===== src/rtl/collision_score_if.sv =====
// Bundle of game-state inputs from the bar generators / player controller
// and the score/status outputs toward the display and overlay.
interface collision_score_if #(
  parameter int COORD_W = 10,
  parameter int N_LANES = 6,
  parameter int SCORE_W = 10
);
  logic                         start;
  logic [N_LANES*COORD_W-1:0]   bar_pos;
  logic [N_LANES*COORD_W-1:0]   bar_len;
  logic [COORD_W-1:0]           player_h;
  logic [COORD_W-1:0]           player_v;
  logic [SCORE_W-1:0]           level;
  logic [SCORE_W-1:0]           points;
  logic [SCORE_W-1:0]           best;
  logic [3:0]                   lives;
  logic                         reset_player;
  logic                         hit;
  logic                         level_clear;
  logic                         game_over;

  modport master (
    output start, bar_pos, bar_len, player_h, player_v, level,
    input  points, best, lives, reset_player, hit, level_clear, game_over
  );

  modport slave (
    input  start, bar_pos, bar_len, player_h, player_v, level,
    output points, best, lives, reset_player, hit, level_clear, game_over
  );
endinterface


===== src/rtl/collision_score_engine.sv =====
// Per-cycle player/bar collision check with progress, score, lives,
// respawn hold, level-clear, game-over and best-score tracking.
module collision_score_engine #(
  parameter int COORD_W    = 10,
  parameter int N_LANES    = 6,
  parameter int LANE_X0    = 80,
  parameter int LANE_PITCH = 80,
  parameter int LANE_W     = 80,
  parameter int HALF_BOX   = 20,
  parameter int HOLD_CYC   = 2,
  parameter int LIVES_INIT = 3,
  parameter int SCORE_W    = 10
) (
  input  logic              clk,
  input  logic              reset,
  collision_score_if.slave  bus
);

  localparam int GW   = COORD_W + 2;
  localparam int PW   = $clog2(N_LANES + 1);
  localparam int HC_W = (HOLD_CYC < 2) ? 1 : $clog2(HOLD_CYC + 1);

  localparam logic signed [GW-1:0] HALF_S   = GW'(HALF_BOX);
  localparam logic signed [GW-1:0] LANE_W_S = GW'(LANE_W);
  localparam logic signed [GW-1:0] MID_S    = GW'(LANE_W / 2);
  localparam logic [HC_W-1:0]      HOLD_INIT = HC_W'(HOLD_CYC);
  localparam logic [3:0]           LIVES_RST = 4'(LIVES_INIT);

  typedef enum logic [1:0] {
    ST_HOLD = 2'd0,
    ST_PLAY = 2'd1,
    ST_OVER = 2'd2
  } state_t;

  state_t              state_r, state_n;
  logic [HC_W-1:0]     hold_cnt_r, hold_cnt_n;
  logic [SCORE_W-1:0]  points_r, points_n;
  logic [SCORE_W-1:0]  best_r, best_n;
  logic [3:0]          lives_r, lives_n;
  logic                reset_player_r, reset_player_n;
  logic                hit_r, hit_n;
  logic                level_clear_r, level_clear_n;
  logic                game_over_r, game_over_n;

  logic signed [GW-1:0] ph_s, pv_s;
  logic [N_LANES-1:0]   lane_active_s, lane_hit_s, lane_passed_s;
  logic [PW-1:0]        progress_s;
  logic [SCORE_W-1:0]   level_eff_s, base_s, play_pts_s, clear_pts_s;
  logic                 any_hit_s, all_clear_s;

  // Two extra bits keep player_v-HALF_BOX negative instead of wrapping near 0.
  assign ph_s = $signed({2'b00, bus.player_h});
  assign pv_s = $signed({2'b00, bus.player_v});

  for (genvar i = 0; i < N_LANES; i++) begin : g_lane
    localparam logic signed [GW-1:0] LX_S = GW'(LANE_X0 + i * LANE_PITCH);
    logic signed [GW-1:0] bp_s, bl_s;
    assign bp_s = $signed({2'b00, bus.bar_pos[i*COORD_W +: COORD_W]});
    assign bl_s = $signed({2'b00, bus.bar_len[i*COORD_W +: COORD_W]});
    assign lane_active_s[i] = (ph_s + HALF_S > LX_S) && (ph_s - HALF_S < LX_S + LANE_W_S);
    assign lane_hit_s[i]    = lane_active_s[i] && (bl_s != '0) &&
                              (pv_s + HALF_S > bp_s) && (pv_s - HALF_S < bp_s + bl_s);
    assign lane_passed_s[i] = (ph_s >= LX_S + MID_S);
  end

  // Count lanes whose midpoint the player has reached.
  always_comb begin
    progress_s = '0;
    for (int i = 0; i < N_LANES; i++) begin
      progress_s = progress_s + PW'(lane_passed_s[i]);
    end
  end

  assign any_hit_s   = |lane_hit_s;
  assign all_clear_s = (progress_s == PW'(N_LANES));
  assign level_eff_s = (bus.level == '0) ? SCORE_W'(1) : bus.level;
  assign base_s      = (level_eff_s - SCORE_W'(1)) * SCORE_W'(N_LANES);
  assign play_pts_s  = base_s + SCORE_W'(progress_s);
  assign clear_pts_s = base_s + SCORE_W'(N_LANES);

  // Next-state and next-output logic for the HOLD/PLAY/GAME_OVER machine.
  always_comb begin
    state_n        = state_r;
    hold_cnt_n     = hold_cnt_r;
    points_n       = points_r;
    lives_n        = lives_r;
    reset_player_n = reset_player_r;
    hit_n          = 1'b0;
    level_clear_n  = 1'b0;
    game_over_n    = game_over_r;
    case (state_r)
      ST_HOLD: begin
        reset_player_n = 1'b1;
        game_over_n    = 1'b0;
        if (hold_cnt_r <= HC_W'(1)) begin
          state_n        = ST_PLAY;
          hold_cnt_n     = '0;
          reset_player_n = 1'b0;
        end else begin
          hold_cnt_n = hold_cnt_r - HC_W'(1);
        end
      end
      ST_PLAY: begin
        reset_player_n = 1'b0;
        game_over_n    = 1'b0;
        if (any_hit_s) begin
          // A collision beats a simultaneous level clear.
          hit_n          = 1'b1;
          points_n       = base_s;
          reset_player_n = 1'b1;
          if (lives_r <= 4'd1) begin
            state_n     = ST_OVER;
            lives_n     = 4'd0;
            game_over_n = 1'b1;
          end else begin
            state_n    = ST_HOLD;
            lives_n    = lives_r - 4'd1;
            hold_cnt_n = HOLD_INIT;
          end
        end else if (all_clear_s) begin
          level_clear_n  = 1'b1;
          points_n       = clear_pts_s;
          reset_player_n = 1'b1;
          state_n        = ST_HOLD;
          hold_cnt_n     = HOLD_INIT;
        end else begin
          points_n = play_pts_s;
        end
      end
      ST_OVER: begin
        reset_player_n = 1'b1;
        if (bus.start) begin
          state_n     = ST_HOLD;
          hold_cnt_n  = HOLD_INIT;
          lives_n     = LIVES_RST;
          points_n    = '0;
          game_over_n = 1'b0;
        end else begin
          state_n     = ST_OVER;
          lives_n     = 4'd0;
          game_over_n = 1'b1;
        end
      end
      default: begin
        state_n        = ST_HOLD;
        hold_cnt_n     = HOLD_INIT;
        reset_player_n = 1'b1;
        game_over_n    = 1'b0;
      end
    endcase
    best_n = (points_n > best_r) ? points_n : best_r;
  end

  // State and output registers with synchronous active-low reset.
  always_ff @(posedge clk) begin
    if (!reset) begin
      state_r        <= ST_HOLD;
      hold_cnt_r     <= HOLD_INIT;
      points_r       <= '0;
      best_r         <= '0;
      lives_r        <= LIVES_RST;
      reset_player_r <= 1'b1;
      hit_r          <= 1'b0;
      level_clear_r  <= 1'b0;
      game_over_r    <= 1'b0;
    end else begin
      state_r        <= state_n;
      hold_cnt_r     <= hold_cnt_n;
      points_r       <= points_n;
      best_r         <= best_n;
      lives_r        <= lives_n;
      reset_player_r <= reset_player_n;
      hit_r          <= hit_n;
      level_clear_r  <= level_clear_n;
      game_over_r    <= game_over_n;
    end
  end

  assign bus.points       = points_r;
  assign bus.best         = best_r;
  assign bus.lives        = lives_r;
  assign bus.reset_player = reset_player_r;
  assign bus.hit          = hit_r;
  assign bus.level_clear  = level_clear_r;
  assign bus.game_over    = game_over_r;

endmodule


===== src/flat_wrapper.sv =====
// flat-port wrapper written by rule: the top's interface ports become plain ports
module collision_score_engine_flat 
#(
  parameter int COORD_W    = 10,
  parameter int N_LANES    = 6,
  parameter int LANE_X0    = 80,
  parameter int LANE_PITCH = 80,
  parameter int LANE_W     = 80,
  parameter int HALF_BOX   = 20,
  parameter int HOLD_CYC   = 2,
  parameter int LIVES_INIT = 3,
  parameter int SCORE_W    = 10
)
  (clk, reset, bus_start, bus_bar_pos, bus_bar_len, bus_player_h, bus_player_v, bus_level, bus_points, bus_best, bus_lives, bus_reset_player, bus_hit, bus_level_clear, bus_game_over);
  collision_score_if #(.COORD_W(COORD_W), .N_LANES(N_LANES), .SCORE_W(SCORE_W)) bus_i ();
  input  logic clk;
  input  logic reset;
  input wire logic [$bits(bus_i.start)-1:0] bus_start;
  input wire logic [$bits(bus_i.bar_pos)-1:0] bus_bar_pos;
  input wire logic [$bits(bus_i.bar_len)-1:0] bus_bar_len;
  input wire logic [$bits(bus_i.player_h)-1:0] bus_player_h;
  input wire logic [$bits(bus_i.player_v)-1:0] bus_player_v;
  input wire logic [$bits(bus_i.level)-1:0] bus_level;
  output wire logic [$bits(bus_i.points)-1:0] bus_points;
  output wire logic [$bits(bus_i.best)-1:0] bus_best;
  output wire logic [$bits(bus_i.lives)-1:0] bus_lives;
  output wire logic [$bits(bus_i.reset_player)-1:0] bus_reset_player;
  output wire logic [$bits(bus_i.hit)-1:0] bus_hit;
  output wire logic [$bits(bus_i.level_clear)-1:0] bus_level_clear;
  output wire logic [$bits(bus_i.game_over)-1:0] bus_game_over;
  assign bus_i.start = bus_start;
  assign bus_i.bar_pos = bus_bar_pos;
  assign bus_i.bar_len = bus_bar_len;
  assign bus_i.player_h = bus_player_h;
  assign bus_i.player_v = bus_player_v;
  assign bus_i.level = bus_level;
  assign bus_points = bus_i.points;
  assign bus_best = bus_i.best;
  assign bus_lives = bus_i.lives;
  assign bus_reset_player = bus_i.reset_player;
  assign bus_hit = bus_i.hit;
  assign bus_level_clear = bus_i.level_clear;
  assign bus_game_over = bus_i.game_over;
  collision_score_engine #(.COORD_W(COORD_W), .N_LANES(N_LANES), .LANE_X0(LANE_X0), .LANE_PITCH(LANE_PITCH), .LANE_W(LANE_W), .HALF_BOX(HALF_BOX), .HOLD_CYC(HOLD_CYC), .LIVES_INIT(LIVES_INIT), .SCORE_W(SCORE_W)) u_core (.clk(clk), .reset(reset), .bus(bus_i));
endmodule

===== config.mk =====
export PLATFORM = sky130hd
export DESIGN_NAME = collision_score_engine_flat
export DESIGN_NICKNAME = d
export VERILOG_FILES = /design/src/rtl/collision_score_if.sv /design/src/rtl/collision_score_engine.sv /design/src/flat_wrapper.sv
export SDC_FILE = /design/constraint.sdc
export NUM_CORES = 1
export LEC_CHECK = 0
export BUFFER_PORTS_ARGS = -buffer_cell sky130_fd_sc_hd__buf_2
export CAP_MARGIN = 20
export CELL_PAD_IN_SITES_DETAIL_PLACEMENT = 2
export CELL_PAD_IN_SITES_GLOBAL_PLACEMENT = 2
export CORE_UTILIZATION = 35
export DETAILED_ROUTE_END_ITERATION = 8
export GPL_TIMING_DRIVEN = 0
export PLACE_DENSITY_LB_ADDON = 0.1
export SETUP_SLACK_MARGIN = 0.1
export SKIP_LAST_GASP = 1
export SYNTH_ARGS = -nofsm -noshare
export SYNTH_HDL_FRONTEND = slang
export SYNTH_SLANG_ARGS = --single-unit

===== constraint.sdc =====
create_clock -name clk -period 9.67 [get_ports clk]
set_input_delay 0.4835 -clock clk [delete_from_list [all_inputs] [get_ports clk]]
set_output_delay 0.4835 -clock clk [all_outputs]
set_load 0.005 [all_outputs]

* Word-level counts from Yosys, hierarchy flattened
Index checks and enable logic that the tools add are counted.
W data, S select, Z words.
** Storage, ports and cells
- Bits of input ports :: 153
- Flip-flop bits (word level) :: 32
** Cells by class
- Multiplexer cells :: 30
- Equality and inequality tests :: 8
- Add/subtract/negate cells :: 20
- Reductions and logical operators :: 39
- Multipliers :: 1
- Bitwise operators :: 2
- Order comparisons :: 33
** Operators with widths (count)
- $gt A12 B11 Y1 :: 6
- $lt A12 B12 Y1 :: 6
- $reduce_bool A12 Y1 :: 6
- $add A10 B10 Y11 :: 6
- $mux W10 :: 4
- $gt A12 B10 Y1 const B :: 3
- $lt A12 B10 Y1 const B :: 3
- $ge A10 B9 Y1 const B :: 3
- $gt A12 B9 Y1 const B :: 2
- $logic_and A1 B1 Y1 :: 24
- $lt A12 B9 Y1 const B :: 2
- $add A10 B5 Y11 const B :: 2
- $mux W2 :: 11
- $sub A10 B5 Y11 const B :: 2
- $pmux W10 S2 :: 1
- $add A3 B1 Y3 :: 4
- $lt A12 B11 Y1 const B :: 1
- $pmux W2 S3 :: 2
- $gt A11 B7 Y1 const B :: 1
- $add A10 B3 Y10 :: 1
- $add A10 B3 Y10 const B :: 1
- $ge A10 B10 Y1 const B :: 1
- $ge A10 B7 Y1 const B :: 1
- $ge A10 B8 Y1 const B :: 1
- 27 further kinds :: 39

* Logic depth before layout (Yosys ltp)
Gate-level depths: netlist of run 1.
- Depth after elaboration :: 11
- Mapped depth :: 33

* Least setup slack after synthesis of run 1
Ideal clock, no wire load.
- Kind :: input -> register
- Start :: in bus_player_h[4]
- End :: reg u_core.best_r[2] (netlist: u_core.bus.best[2])
- Required time :: 9.600 ns
- Path slack :: 3.767 ns
- Arrival time :: 5.833 ns
- Buffers on the path :: 6
- Cell stages on the path :: 28
- Cells stage by stage :: buf_2 > buf_2 > buf_1 > nand3_1 > o211ai_1 > ha_1 > inv_1 > fa_1 > fa_1 > inv_1 > fa_1 > clkbuf_1 > ha_1 > inv_1 > fa_1 > and3b_1 > nand3_1 > o31a_1 > o21ai_2 > nand2_1 > ha_1 > nand3_1 > o21ai_0 > o311a_1 > buf_1 > clkbuf_1 > o21ai_0 > a21oi_1
** On the way
- Word-level cells in the longest chain between the ends :: 11
** RTL lines
- start, declared :: line flat_wrapper.sv:21 : input wire logic [$bits(bus_i.player_h)-1:0] bus_player_h;
- $ge A10 B7 Y1 or $ge A10 B8 Y1 (tied branches) :: line collision_score_engine.sv:63 : assign lane_passed_s[i] = (ph_s >= LX_S + MID_S);
- $add A1 B1 Y2 :: line collision_score_engine.sv:70 : progress_s = progress_s + PW'(lane_passed_s[i]);
- $add A3 B1 Y3 (4 in series) :: line collision_score_engine.sv:70
- $add A10 B3 Y10 or $eq A3 B3 Y1 (tied branches) :: line collision_score_engine.sv:78, collision_score_engine.sv:75
- $mux W10 :: line collision_score_engine.sv:120 : end else if (all_clear_s) begin
- $mux W10 * :: line collision_score_engine.sv:106 : if (any_hit_s) begin
- $pmux W10 S2 * :: line collision_score_engine.sv:91 : case (state_r)
- named net u_core.points_n[9] :: line collision_score_engine.sv:37 : logic [SCORE_W-1:0] points_r, points_n;
- $gt A10 B10 Y1 * :: line collision_score_engine.sv:151 : best_n = (points_n > best_r) ? points_n : best_r;
- end signal, assigned :: line collision_score_engine.sv:170 : best_r <= best_n;
- end, declared :: line collision_score_engine.sv:38 : logic [SCORE_W-1:0] best_r, best_n;
Mark *: on every way through the listed nets, which the timed path passes. The rest lies on a longest branch.
A chain may end at the register's enable or synchronous reset.

* Worst setup path in the final report of run 1
- Start :: in bus_player_v[2]
- End :: reg u_core.best_r[2] (netlist: u_core.bus.best[2])
** On the way
- Word-level cells in the longest chain between the ends :: 8
** RTL lines
- start, declared :: line flat_wrapper.sv:22 : input wire logic [$bits(bus_i.player_v)-1:0] bus_player_v;
- $add A10 B5 Y11 :: line collision_score_engine.sv:62 : (pv_s + HALF_S > bp_s) && (pv_s - HALF_S < bp_s + bl_s);
- $gt A12 B11 Y1 :: line collision_score_engine.sv:62
- $logic_and A1 B1 Y1 :: line collision_score_engine.sv:61 : assign lane_hit_s[i] = lane_active_s[i] && (bl_s != '0) &&
- $logic_and A1 B1 Y1 :: line collision_score_engine.sv:62
- $reduce_or A6 Y1 * :: line collision_score_engine.sv:74 : assign any_hit_s = |lane_hit_s;
- $mux W10 * :: line collision_score_engine.sv:106
- $pmux W10 S2 * :: line collision_score_engine.sv:91
- named net u_core.points_n[1] :: line collision_score_engine.sv:37
- $gt A10 B10 Y1 * :: line collision_score_engine.sv:151
Marks and branches as above.

==> run metrics, run 1 <==
slew of the pin with the lowest slew margin=1.16 ns; CTS clk-pin slew, worst paths=0.06 ns; setup bufs post-CTS=0; Slew headroom=21.9%; CTS tree=done; Worst Skew=roughly 0.0026 ns; final setup vio count=0; CP Max Fanout=13; Design Power=approximately 1.1 mW; Final #Nets=between 1500 and 2000; Post-synth top flop=dfxtp_1; final non-filler cell total=1631; WL final=roughly 33 mm; most common cell after layout, fill and taps aside=ha_1; required time of the critical path=9.88 ns; Post-Synthesis Cells=1120; Routed WL per cell=20.0 microns; minimum clock period=around 7 ns; clock buffer count from CTS=5; fin. max-slew vios=0; unrepaired setup endpoints after global routing=no; Hold Vio Cnt, Final=0; async set-reset flop share out of synthesis=0%; final core occ=41.7%; Peak VDD IR=about 100 uV; Synth Register Bits=32; clock sinks=32; first-pass GRT wire length=roughly 53 mm; IO buf count=175; via count=9169; Initial Utilization=a little over a third; post_cts resized=0; Clock Latency Late Sink=around 0.28 ns; io pins=181; Synth cell types=about 80; largest net degree at the start of global routing=14; Min Hold Slack=between 0.5 and 0.6 ns; # H-tree levels=2; HPWL Detailed=27.9 mm; TNS Setup=0 ns; Critical Path Sink Type=register; Max clock buf depth=2; HP Class=register to register; Cell Area, Synth=0.00867 sq mm; vias in the first global route=10055; fmax=about 140 MHz; area of the die=0.0254 sq mm; Cell Pwr Density=around 110 mW/mm^2; share of cells above drive strength 1=roughly 17%; slowest CP cell=xnor2_1; delay-heaviest family, CP=compound AO/OA/AOI/OAI gates; Final ANT Viol Nets=0; Yosys Warn Count=0; DRC Markers=0; Post-synth EDFFs=0; static leakage=around 5.1 nW; RePlAce Congestion=0.852; commonest cells after routing, fill and taps aside=205 x ha_1, 181 x buf_2, 120 x inv_1, 81 x a21oi_1, 64 x o21ai_0; Synthesized Nets=approximately 1500; CTS Hold Buffers Added=0; Setup CP Type=input port to register; row count=57; clock tree root buffer cell=clkbuf_16; Data arrival, critical path=a little over 7 ns; total core area=0.0243 sq mm; initial antenna violation count=1; max_cap viols=0; grt total ovfl=0; syn avg cell area=7.74 sq um; GRT Util Overall=between 20 and 30%; post-synthesis sequential area ratio=7.39%; CP bufs+invs=5; DIE WIDTH=159 microns; outcome=complete, no violations; Pre-antenna DRT Iters=4; Top cell by count, worst path=o21ai_0; max incr delay on CP=between 0.7 and 0.8 ns; dpl cells=1621; drt first-iter violations=223; Die Y=around 160 microns; Final period util=73.0%; Setup crit start kind=input port; Area Growth Syn to Fin=17.0%; vias per cell=about 5.6
per-stage QoR:
step	area [sq um]	worst slack (ns)
detailed placement	9960	2.29
floorplan	8670	3.77
global route	10100	2.10
global placement	9950	2.35
CTS	10100	2.53
finish	10100	2.61
flip-flops by register name, summed over array words and instances (netlist names):
name / cells
u_core.bus.game_over: 1
u_core.hold_cnt_r: 2
u_core.bus.lives: 4
u_core.bus.level_clear: 1
u_core.bus.reset_player: 1
u_core.bus.points: 10
u_core.bus.hit: 1
u_core.bus.best: 10
u_core.state_r: 2
path summary, 6_finish.rpt:
path         depth (start not counted)                                end  slack, ns                         startpoint
min                                  2  u_core.hold_cnt_r[0]$_SDFFE_PN0P_       0.52  u_core.hold_cnt_r[0]$_SDFFE_PN0P_
min reg2reg                          2  u_core.hold_cnt_r[0]$_SDFFE_PN0P_       0.52  u_core.hold_cnt_r[0]$_SDFFE_PN0P_
max                                 27    u_core.bus.best[2]$_SDFFE_PN0N_       2.61                    bus_player_v[2]
max reg2reg                         17    u_core.bus.best[2]$_SDFFE_PN0N_       5.71     u_core.state_r[0]$_SDFFE_PN0P_
kinds of logic (layout without fill, tap and decap cells):
kind of cell    after synthesis  after routing  share of synthesized area (%)
xor+xnor                     74             74                           7.48
buf+inv                     150            335                           6.80
fa+ha+maj                   216            216                           32.1
flops                        32             32                           7.39
mux                          14             14                           1.65
compound gates              335            335                           26.0
other cells                   0              2                              0
simple gates                299            299                           18.5
power by group:
part / internal, mW / leakage [nW] / total, mW / switching (mW)
Clock: 0.121 / 0.0798 / 0.183 / 0.0619
Combinational: 0.331 / 4.71 / 0.793 / 0.462
Sequential: 0.154 / 0.261 / 0.170 / 0.0154
cells in the mapped netlist, types with 5 or more instances:
cell / count / area share (%)
dfxtp_1: 32 / 7.4
o21bai_1: 19 / 1.6
fa_1: 11 / 2.5
o31ai_1: 10 / 0.87
nor3_1: 28 / 1.6
nand2b_1: 24 / 1.7
o2111ai_1: 7 / 0.71
o22ai_1: 7 / 0.51
a221oi_1: 6 / 0.61
nand4_1: 17 / 1.2
o211ai_1: 14 / 1.2
o21a_1: 21 / 1.8
nand3_1: 23 / 1.3
nor2b_1: 23 / 1.7
a21oi_1: 81 / 4.7
mux2i_1: 12 / 1.4
a211o_1: 5 / 0.51
a211oi_1: 14 / 1.2
or4_1: 10 / 0.87
clkbuf_1: 18 / 0.78
ha_1: 205 / 30
inv_1: 120 / 5.2
nand2_1: 58 / 2.5
xor2_1: 35 / 3.5
nor2_1: 58 / 2.5
xnor2_1: 39 / 3.9
or3_1: 5 / 0.36
or2_2: 7 / 0.51
and3_1: 7 / 0.51
a21o_1: 27 / 2.3
a31oi_1: 11 / 0.79
and4_1: 5 / 0.51
a2111oi_0: 6 / 0.61
o21ai_0: 64 / 3.7
nor4_1: 11 / 0.79
nand3b_1: 6 / 0.52
o32ai_1: 5 / 0.51
buf_2: 6 / 0.35
layer usage:
| layer | up-vias | GRT usage [%] | routed length [microns] |
|---|---|---|---|
| li1 | 4511 | - | - |
| met1 | 4443 | 32.3 | 14900 |
| met2 | 170 | 48.0 | 16300 |
| met3 | 45 | 1.30 | 676 |
| met4 | 0 | 5.86 | 724 |
| met5 | - | 0 | 0 |
area by class of cell:
type                    count  area, sq um
flip-flops and latches     32          641
inverters                 120          450
repair buffers            177          891
multi-input cells         938         7440
clock inverters             3         42.5
diodes                      2         5.00
fillers                  2913        14200
well taps                 324          405
plain buffers              30          139
clock buffers               5          125
worst reg2reg max path: stages, from the launching register on:
cell and delay (ns):
dfxtp_1 0.36, inv_1 0.09, ha_1 0.37, and2_1 0.17
clkbuf_1 0.19, nand2_1 0.10, a31oi_1 0.05, a221oi_1 0.50
inv_1 0.11, ha_1 0.31, a21o_1 0.11, a21oi_1 0.07
o211ai_1 0.10, o311a_1 0.19, buf_1 0.37, clkbuf_1 0.46
o21ai_0 0.18, a21oi_1 0.16
No activity file was read; power rests on OpenSTA's default activity.
==> run 2, diff against run 1 <==
--- a/config.mk
+++ b/config.mk
@@ -5,11 +5,12 @@
 export SDC_FILE = /design/constraint.sdc
 export NUM_CORES = 1
 export LEC_CHECK = 0
+export ABC_AREA = 1
 export BUFFER_PORTS_ARGS = -buffer_cell sky130_fd_sc_hd__buf_2
 export CAP_MARGIN = 20
 export CELL_PAD_IN_SITES_DETAIL_PLACEMENT = 2
 export CELL_PAD_IN_SITES_GLOBAL_PLACEMENT = 2
-export CORE_UTILIZATION = 35
+export CORE_UTILIZATION = 31
 export DETAILED_ROUTE_END_ITERATION = 8
 export GPL_TIMING_DRIVEN = 0
 export PLACE_DENSITY_LB_ADDON = 0.1
==> constraint.sdc (replaced) <==
create_clock -name clk -period 6.9 [get_ports clk]
set_input_delay 0.345 -clock clk [delete_from_list [all_inputs] [get_ports clk]]
set_output_delay 0.345 -clock clk [all_outputs]
set_load 0.005 [all_outputs]
==> run metrics, run 2 <==
outcome=complete, no violations; HPWL Detailed=29.8 mm (+6.8%); CP Max Fanout=10 (-3); Setup crit start kind=input port; sw frac=52.7% (+5.6 points); unrepaired setup endpoints after global routing=no; Final ANT Viol Nets=0 (unchanged); io pins=181 (unchanged); Logic pwr share=76.4% (+7.2 points); Area Growth Syn to Fin=17.7%; Yosys Warn Count=0 (unchanged); R2R Setup Slk=3.50 ns (-2.21 ns); largest net degree at the start of global routing=15 (+1); DRC Markers=0 (unchanged); clock sinks=32 (unchanged); Synth area leader=ha_1; Initial Utilization=31.5% (-4.1 points); Hold Vio Cnt, Final=0 (unchanged); clock buffer count from CTS=5 (unchanged); top-area cell type share of the netlist area=28.3% (-1.3 points); Worst Skew=0.00412 ns (+0.00156 ns); drt first-iter violations=243 (+9.0%); TNS Setup=0 ns (unchanged); Clock Latency Late Sink=0.28 ns (about the same); fmax=~160 MHz; initial antenna violation count=10 (+9); share of cells above drive strength 1=14.5% (-2.3 points); Reg-to-Reg Start=u_core.state_r[1]$_SDFFE_PN0P_; HP Class=register to register; R2R depth=16 (-1); CTS tree=done; Critical Path Sink Type=register; Post-synth EDFFs=0 (unchanged); area of the die=0.0300 sq mm (+18%); Synth Register Bits=32 (unchanged); fin. max-slew vios=0 (unchanged); vias in the first global route=10877 (+8.2%); max_cap viols=0 (unchanged); minimum clock period=6.24 ns; commonest cells after routing, fill and taps aside=358 x nand2_1, 242 x inv_1, 205 x ha_1, 178 x buf_2, 117 x a21oi_1; FILL cells=3614 (+24%); Final #Nets=2001 (+20%); Setup CP Type=input port to register; Final WS setup=0.657 ns (-1.95 ns); Top cell by count, worst path=inv_1; Setup crit start=bus_player_h[8]; max incr delay on CP=0.57 ns (-0.16 ns); Slew headroom=22.9% (+0.97 points); Max clock buf depth=2 (unchanged); post-synthesis sequential area ratio=7.06% (-0.33 points); first-pass GRT wire length=55.1 mm (+4.3%); # H-tree levels=2 (unchanged); async set-reset flop share out of synthesis=0% (unchanged); Psw=1.12 mW (+110%); final setup vio count=0 (unchanged); slew of the pin with the lowest slew margin=1.16 ns (-0.00622 ns); IO buf count=178 (+1.7%); row count=62 (+8.8%); Final period util=90.5%; DIE WIDTH=173 microns (+8.6%); Min Hold Slack=0.496 ns (-0.0188 ns); Synth cell types=46 (-42%); Cell Area, Synth=0.00908 sq mm (+4.7%); total core area=0.0288 sq mm (+18%); Peak VDD IR=139 uV (+40%); CTS Hold Buffers Added=0 (unchanged); Place WS=-0.128 ns (-2.42 ns); top-count cell post-synth=nand2_1; most common cell after layout, fill and taps aside=nand2_1; slowest CP cell=fa_1; Post-Synthesis Cells=1441 (+29%); Synth area leaders=ha_1 28%, nand2_1 15%, inv_1 10%; syn avg cell area=6.30 sq um (-19%); Data arrival, critical path=6.46 ns (-0.80 ns); Pint=1.00 mW (+65%); Post-synth top flop=dfxtp_1; Synthesized Nets=1810 (+22%); RePlAce Congestion=0.825 (-3.2%); area of the multi-input gates=0.00744 sq mm (about the same); final non-filler cell total=2025 (+24%); via count=10151 (+11%); required time of the critical path=7.12 ns (-2.76 ns); Critical Path End=u_core.bus.best[5]$_SDFFE_PN0N_; WL final=34.3 mm (+5.2%); Pre-antenna DRT Iters=4 (unchanged); Clk pwr share=10.5% (-5.5 points); clock tree root buffer cell=clkbuf_16; vias per cell=5.01 (-11%); CTS clk-pin slew, worst paths=0.05 ns (about the same); static leakage=6.17 nW (+22%); Reg power frac=13.1% (-1.7 points); GRT Util Overall=22.7% (-3.0 points); Crit Reg-Reg Endpoint=u_core.bus.best[8]$_SDFFE_PN0N_; dpl cells=2006 (+24%); Die Y=173 microns (+8.6%); most common library cells after synthesis=358 x nand2_1, 242 x inv_1, 205 x ha_1, 117 x a21oi_1, 103 x nor2_1; grt total ovfl=0 (unchanged); final core occ=37.1% (-4.5 points); Routed WL per cell=16.9 microns (-15%); area occupied by registers=641 sq um (unchanged); Cell Pwr Density=198 mW/mm^2 (+75%)
-- run 2: changes by cell type after synthesis, moves of 13 or more --
cell / delta
nor2b_1: -23
nand2_1: +300
xnor2_1: -24
xor2_1: +22
nand2b_1: -24
a21oi_1: +36
o21a_1: -17
a21o_1: -22
o21ai_0: -36
nand3_1: +74
clkbuf_1: -13
nor2_1: +45
inv_1: +122
-- run 2: critical path, delay by kind of cell --
family                   cells  cell delay (ns)
adder cells (fa/ha/maj)      7             2.50
AND/OR/NAND/NOR             13             1.70
buffers and inverters       11             1.17
AO/OA/AOI/OAI                4             0.72
-- run 2: cells by family (layout without fill, tap and decap cells) --
| kind of cell | after synthesis | count (layout) | share of synthesized area (%) |
|---|---|---|---|
| XOR/XNOR | 73 | 73 | 7.25 |
| buffers and inverters | 261 | 453 | 11.2 |
| AO/OA/AOI/OAI | 211 | 211 | 13.0 |
| flip-flops | 32 | 32 | 7.06 |
| other | 0 | 8 | 0 |
| AND/OR/NAND/NOR | 648 | 648 | 30.8 |
| adder cells (fa/ha/maj) | 216 | 216 | 30.7 |
-- run 2: per-stage QoR --
step | power (mW) | instance area (sq um)
finish | 2.12 | 10700
global route | 2.37 | 10700
CTS | 2.10 | 10600
detailed placement | 1.85 | 10500
global placement | 1.76 | 10400
floorplan | 1.36 | 9080
-- run 2: what timing repair did --
item / CTS / global route
resized for setup: 0 / 5
setup endpoints to repair: 0 / 9
buffers inserted: 0 / 1
-- run 2: worst min path at each step --
| stage | start | end | slack [ns] | cells after the start |
|---|---|---|---|---|
| finish | u_core.hold_cnt_r[1]$_SDFFE_PN1P_ | u_core.hold_cnt_r[1]$_SDFFE_PN1P_ | 0.50 | 2 |
| global route | u_core.hold_cnt_r[0]$_SDFFE_PN0P_ | u_core.hold_cnt_r[0]$_SDFFE_PN0P_ | 0.53 | 2 |
| CTS | u_core.hold_cnt_r[0]$_SDFFE_PN0P_ | u_core.hold_cnt_r[0]$_SDFFE_PN0P_ | 0.50 | 2 |
| detailed placement | u_core.hold_cnt_r[0]$_SDFFE_PN0P_ | u_core.hold_cnt_r[0]$_SDFFE_PN0P_ | 0.49 | 2 |
| global placement | u_core.hold_cnt_r[0]$_SDFFE_PN0P_ | u_core.hold_cnt_r[0]$_SDFFE_PN0P_ | 0.47 | 2 |
| floorplan | u_core.hold_cnt_r[0]$_SDFFE_PN0P_ | u_core.hold_cnt_r[0]$_SDFFE_PN0P_ | 0.45 | 2 |
-- run 2: per-layer routing --
layer	vias to the layer above	part of all wire (%)	GRT usage, %
li1	5131	-	-
met5	-	0.13	0
met2	146	48	40.5
met1	4830	47	29.8
met3	38	3.5	2.62
met4	6	1.4	3.39
-- run 2: power by group through the flow --
stage / combinational (mW) / sequential, mW / clock [mW]
3_5_place_dp: 1.56 / 0.282 / 0
3_3_place_gp: 1.48 / 0.278 / 0
5_1_grt: 1.85 / 0.284 / 0.236
6_report: 1.62 / 0.278 / 0.223
2_1_floorplan: 1.08 / 0.276 / 0
4_1_cts: 1.59 / 0.278 / 0.228
-- run 2: cell type report --
cell class / instances / area share [%]
tap: 384 / 4.50
timing repair buffer: 184 / 8.86
clock buffer: 8 / 1.37
buffer: 10 / 0.644
multi-input combinational: 1148 / 69.6
inverter: 251 / 8.85
sequential: 32 / 5.99
antenna: 8 / 0.187
==> run 3, diff against run 2 <==
--- a/config.mk
+++ b/config.mk
@@ -7,10 +7,10 @@
 export LEC_CHECK = 0
 export ABC_AREA = 1
 export BUFFER_PORTS_ARGS = -buffer_cell sky130_fd_sc_hd__buf_2
-export CAP_MARGIN = 20
-export CELL_PAD_IN_SITES_DETAIL_PLACEMENT = 2
+export CELL_PAD_IN_SITES_DETAIL_PLACEMENT = 0
 export CELL_PAD_IN_SITES_GLOBAL_PLACEMENT = 2
 export CORE_UTILIZATION = 31
+export CTS_BUF_LIST = sky130_fd_sc_hd__clkbuf_4
 export DETAILED_ROUTE_END_ITERATION = 8
 export GPL_TIMING_DRIVEN = 0
 export PLACE_DENSITY_LB_ADDON = 0.1
==> run metrics, run 3 (synthesis results as in run 2) <==
met1 WL=14.8 mm (-8.5%); clock tree root buffer cell=clkbuf_4; final setup vio count=0 (unchanged); Die Y=173 microns (unchanged); minimum clock period=6.09 ns (-0.154 ns); clock sinks=32 (unchanged); Critical Path Sink Type=register; slew of the pin with the lowest slew margin=1.25 ns (+0.0913 ns); IO buf count=178 (unchanged); Place WS=-0.0439 ns (+0.0839 ns); FILL cells=3234 (-11%); WL final=28.8 mm (-16%); share of cells above drive strength 1=14.2% (-0.21 points); io pins=181 (unchanged); commonest cells after routing, fill and taps aside=358 x nand2_1, 242 x inv_1, 205 x ha_1, 178 x buf_2, 117 x a21oi_1; Min Hold Slack=0.449 ns (-0.0478 ns); CP Max Fanout=10 (unchanged); drt first-iter violations=296 (+22%); slowest CP cell=fa_1; WL met3=1.02 mm (-15%); GRT Util Overall=19.1% (-3.6 points); grt total ovfl=0 (unchanged); fmax=164 MHz (+2.5%); Data arrival, critical path=6.33 ns (-0.13 ns); Cell Pwr Density=183 mW/mm^2 (-7.6%); initial antenna violation count=8 (-2); Slew headroom=16.2% (-6.7 points); area of the die=0.0300 sq mm (unchanged); Final WS setup=0.812 ns (+0.154 ns); outcome=complete, no violations; row count=62 (unchanged); top sig layer=met5; Pre-antenna DRT Iters=5 (+1); Area Growth Syn to Fin=16.2%; DRC Markers=0 (unchanged); # H-tree levels=2 (unchanged); max incr delay on CP=0.57 ns (about the same); met2 wire length=12.7 mm (-22%); fin. max-slew vios=0 (unchanged); RePlAce Congestion=0.825 (unchanged); max_cap viols=0 (unchanged); Peak VDD IR=137 uV (-1.8%); HP Class=input port to register; total core area=0.0288 sq mm (unchanged); DIE WIDTH=173 microns (unchanged); Final ANT Viol Nets=0 (unchanged); HPWL Detailed=24.7 mm (-17%); vias in the first global route=9114 (-16%); unrepaired setup endpoints after global routing=no; largest net degree at the start of global routing=15 (unchanged); CTS clk-pin slew, worst paths=0.10 ns (+0.05 ns); required time of the critical path=7.14 ns (+0.02 ns); Max clock buf depth=2 (unchanged); first-pass GRT wire length=46.1 mm (-16%); Worst Skew=0.00700 ns (+0.00288 ns); Final #Nets=1997 (-0.20%); final core occ=36.6% (-0.49 points); Routed WL per cell=14.3 microns (-16%); Setup crit start kind=input port; TNS Setup=0 ns (unchanged); Final period util=88.2% (-2.2 points); Initial Utilization=31.5% (unchanged); CTS Hold Buffers Added=0 (unchanged); clock buffer count from CTS=5 (unchanged); Design Power=1.93 mW (-8.8%); via count=9441 (-7.0%); static leakage=6.10 nW (-1.0%); Clock Latency Late Sink=0.33 ns (+0.05 ns); CTS tree=done; Top cell by count, worst path=inv_1; most common cell after layout, fill and taps aside=nand2_1; vias per cell=4.68 (-6.7%); Hold Vio Cnt, Final=0 (unchanged); Setup CP Type=input port to register
## run 3: final timing paths
| path | from | end | cells after the start | slack, ns |
|---|---|---|---|---|
| max | bus_player_h[8] | u_core.bus.best[8]$_SDFFE_PN0N_ | 35 | 0.81 |
| min | reset | u_core.hold_cnt_r[1]$_SDFFE_PN1P_ | 2 | 0.45 |
| max reg2reg | u_core.state_r[0]$_SDFFE_PN0P_ | u_core.bus.best[8]$_SDFFE_PN0N_ | 16 | 3.55 |
| min reg2reg | u_core.hold_cnt_r[0]$_SDFFE_PN0P_ | u_core.hold_cnt_r[0]$_SDFFE_PN0P_ | 2 | 0.50 |
## run 3: through the flow
stage          instances  instance area, sq um
2_1_floorplan       1441                  9080
3_3_place_gp        2003                 10400
3_5_place_dp        2003                 10400
4_1_cts             2011                 10500
5_1_grt             2014                 10500
6_report            2018                 10500
## run 3: metal layers
metal	vias up	global-route usage (%)
met5	-	0
met4	6	2.73
met3	21	2.22
met2	158	31.7
met1	4134	27.0
li1	5122	-
## run 3: final cells by class
class                           count  area, sq um  area share [%]
Multi-Input combinational cell   1148         7440            70.5
Inverter                          251          946            8.97
Timing Repair Buffer              180          906            8.59
Sequential cell                    32          641            6.07
Tap cell                          384          480            4.56
Buffer                             10         67.6           0.641
Clock buffer                        7         52.6           0.498
Antenna cell                        5         12.5           0.119
Clock inverter                      1         3.75          0.0356
## run 3: worst max-delay path, delay by kind of cell
family	cells	cell delay, ns
adders and majority gates	7	2.48
and+or+nand+nor	13	1.79
buffers and inverters	11	1.32
AOI/OAI and AO/OA	4	0.36
## run 3: repair_timing
| action | 4_1_cts | 5_1_grt |
|---|---|---|
| buffers inserted | 0 | 2 |
| resized for setup | 0 | 2 |
| endpoints found under the setup margin | 0 | 9 |
## run 3: power by group
| part | switching (mW) | internal (mW) |
|---|---|---|
| clock network | 0.0642 | 0.0470 |
| logic | 0.933 | 0.616 |
| registers | 0.0322 | 0.241 |
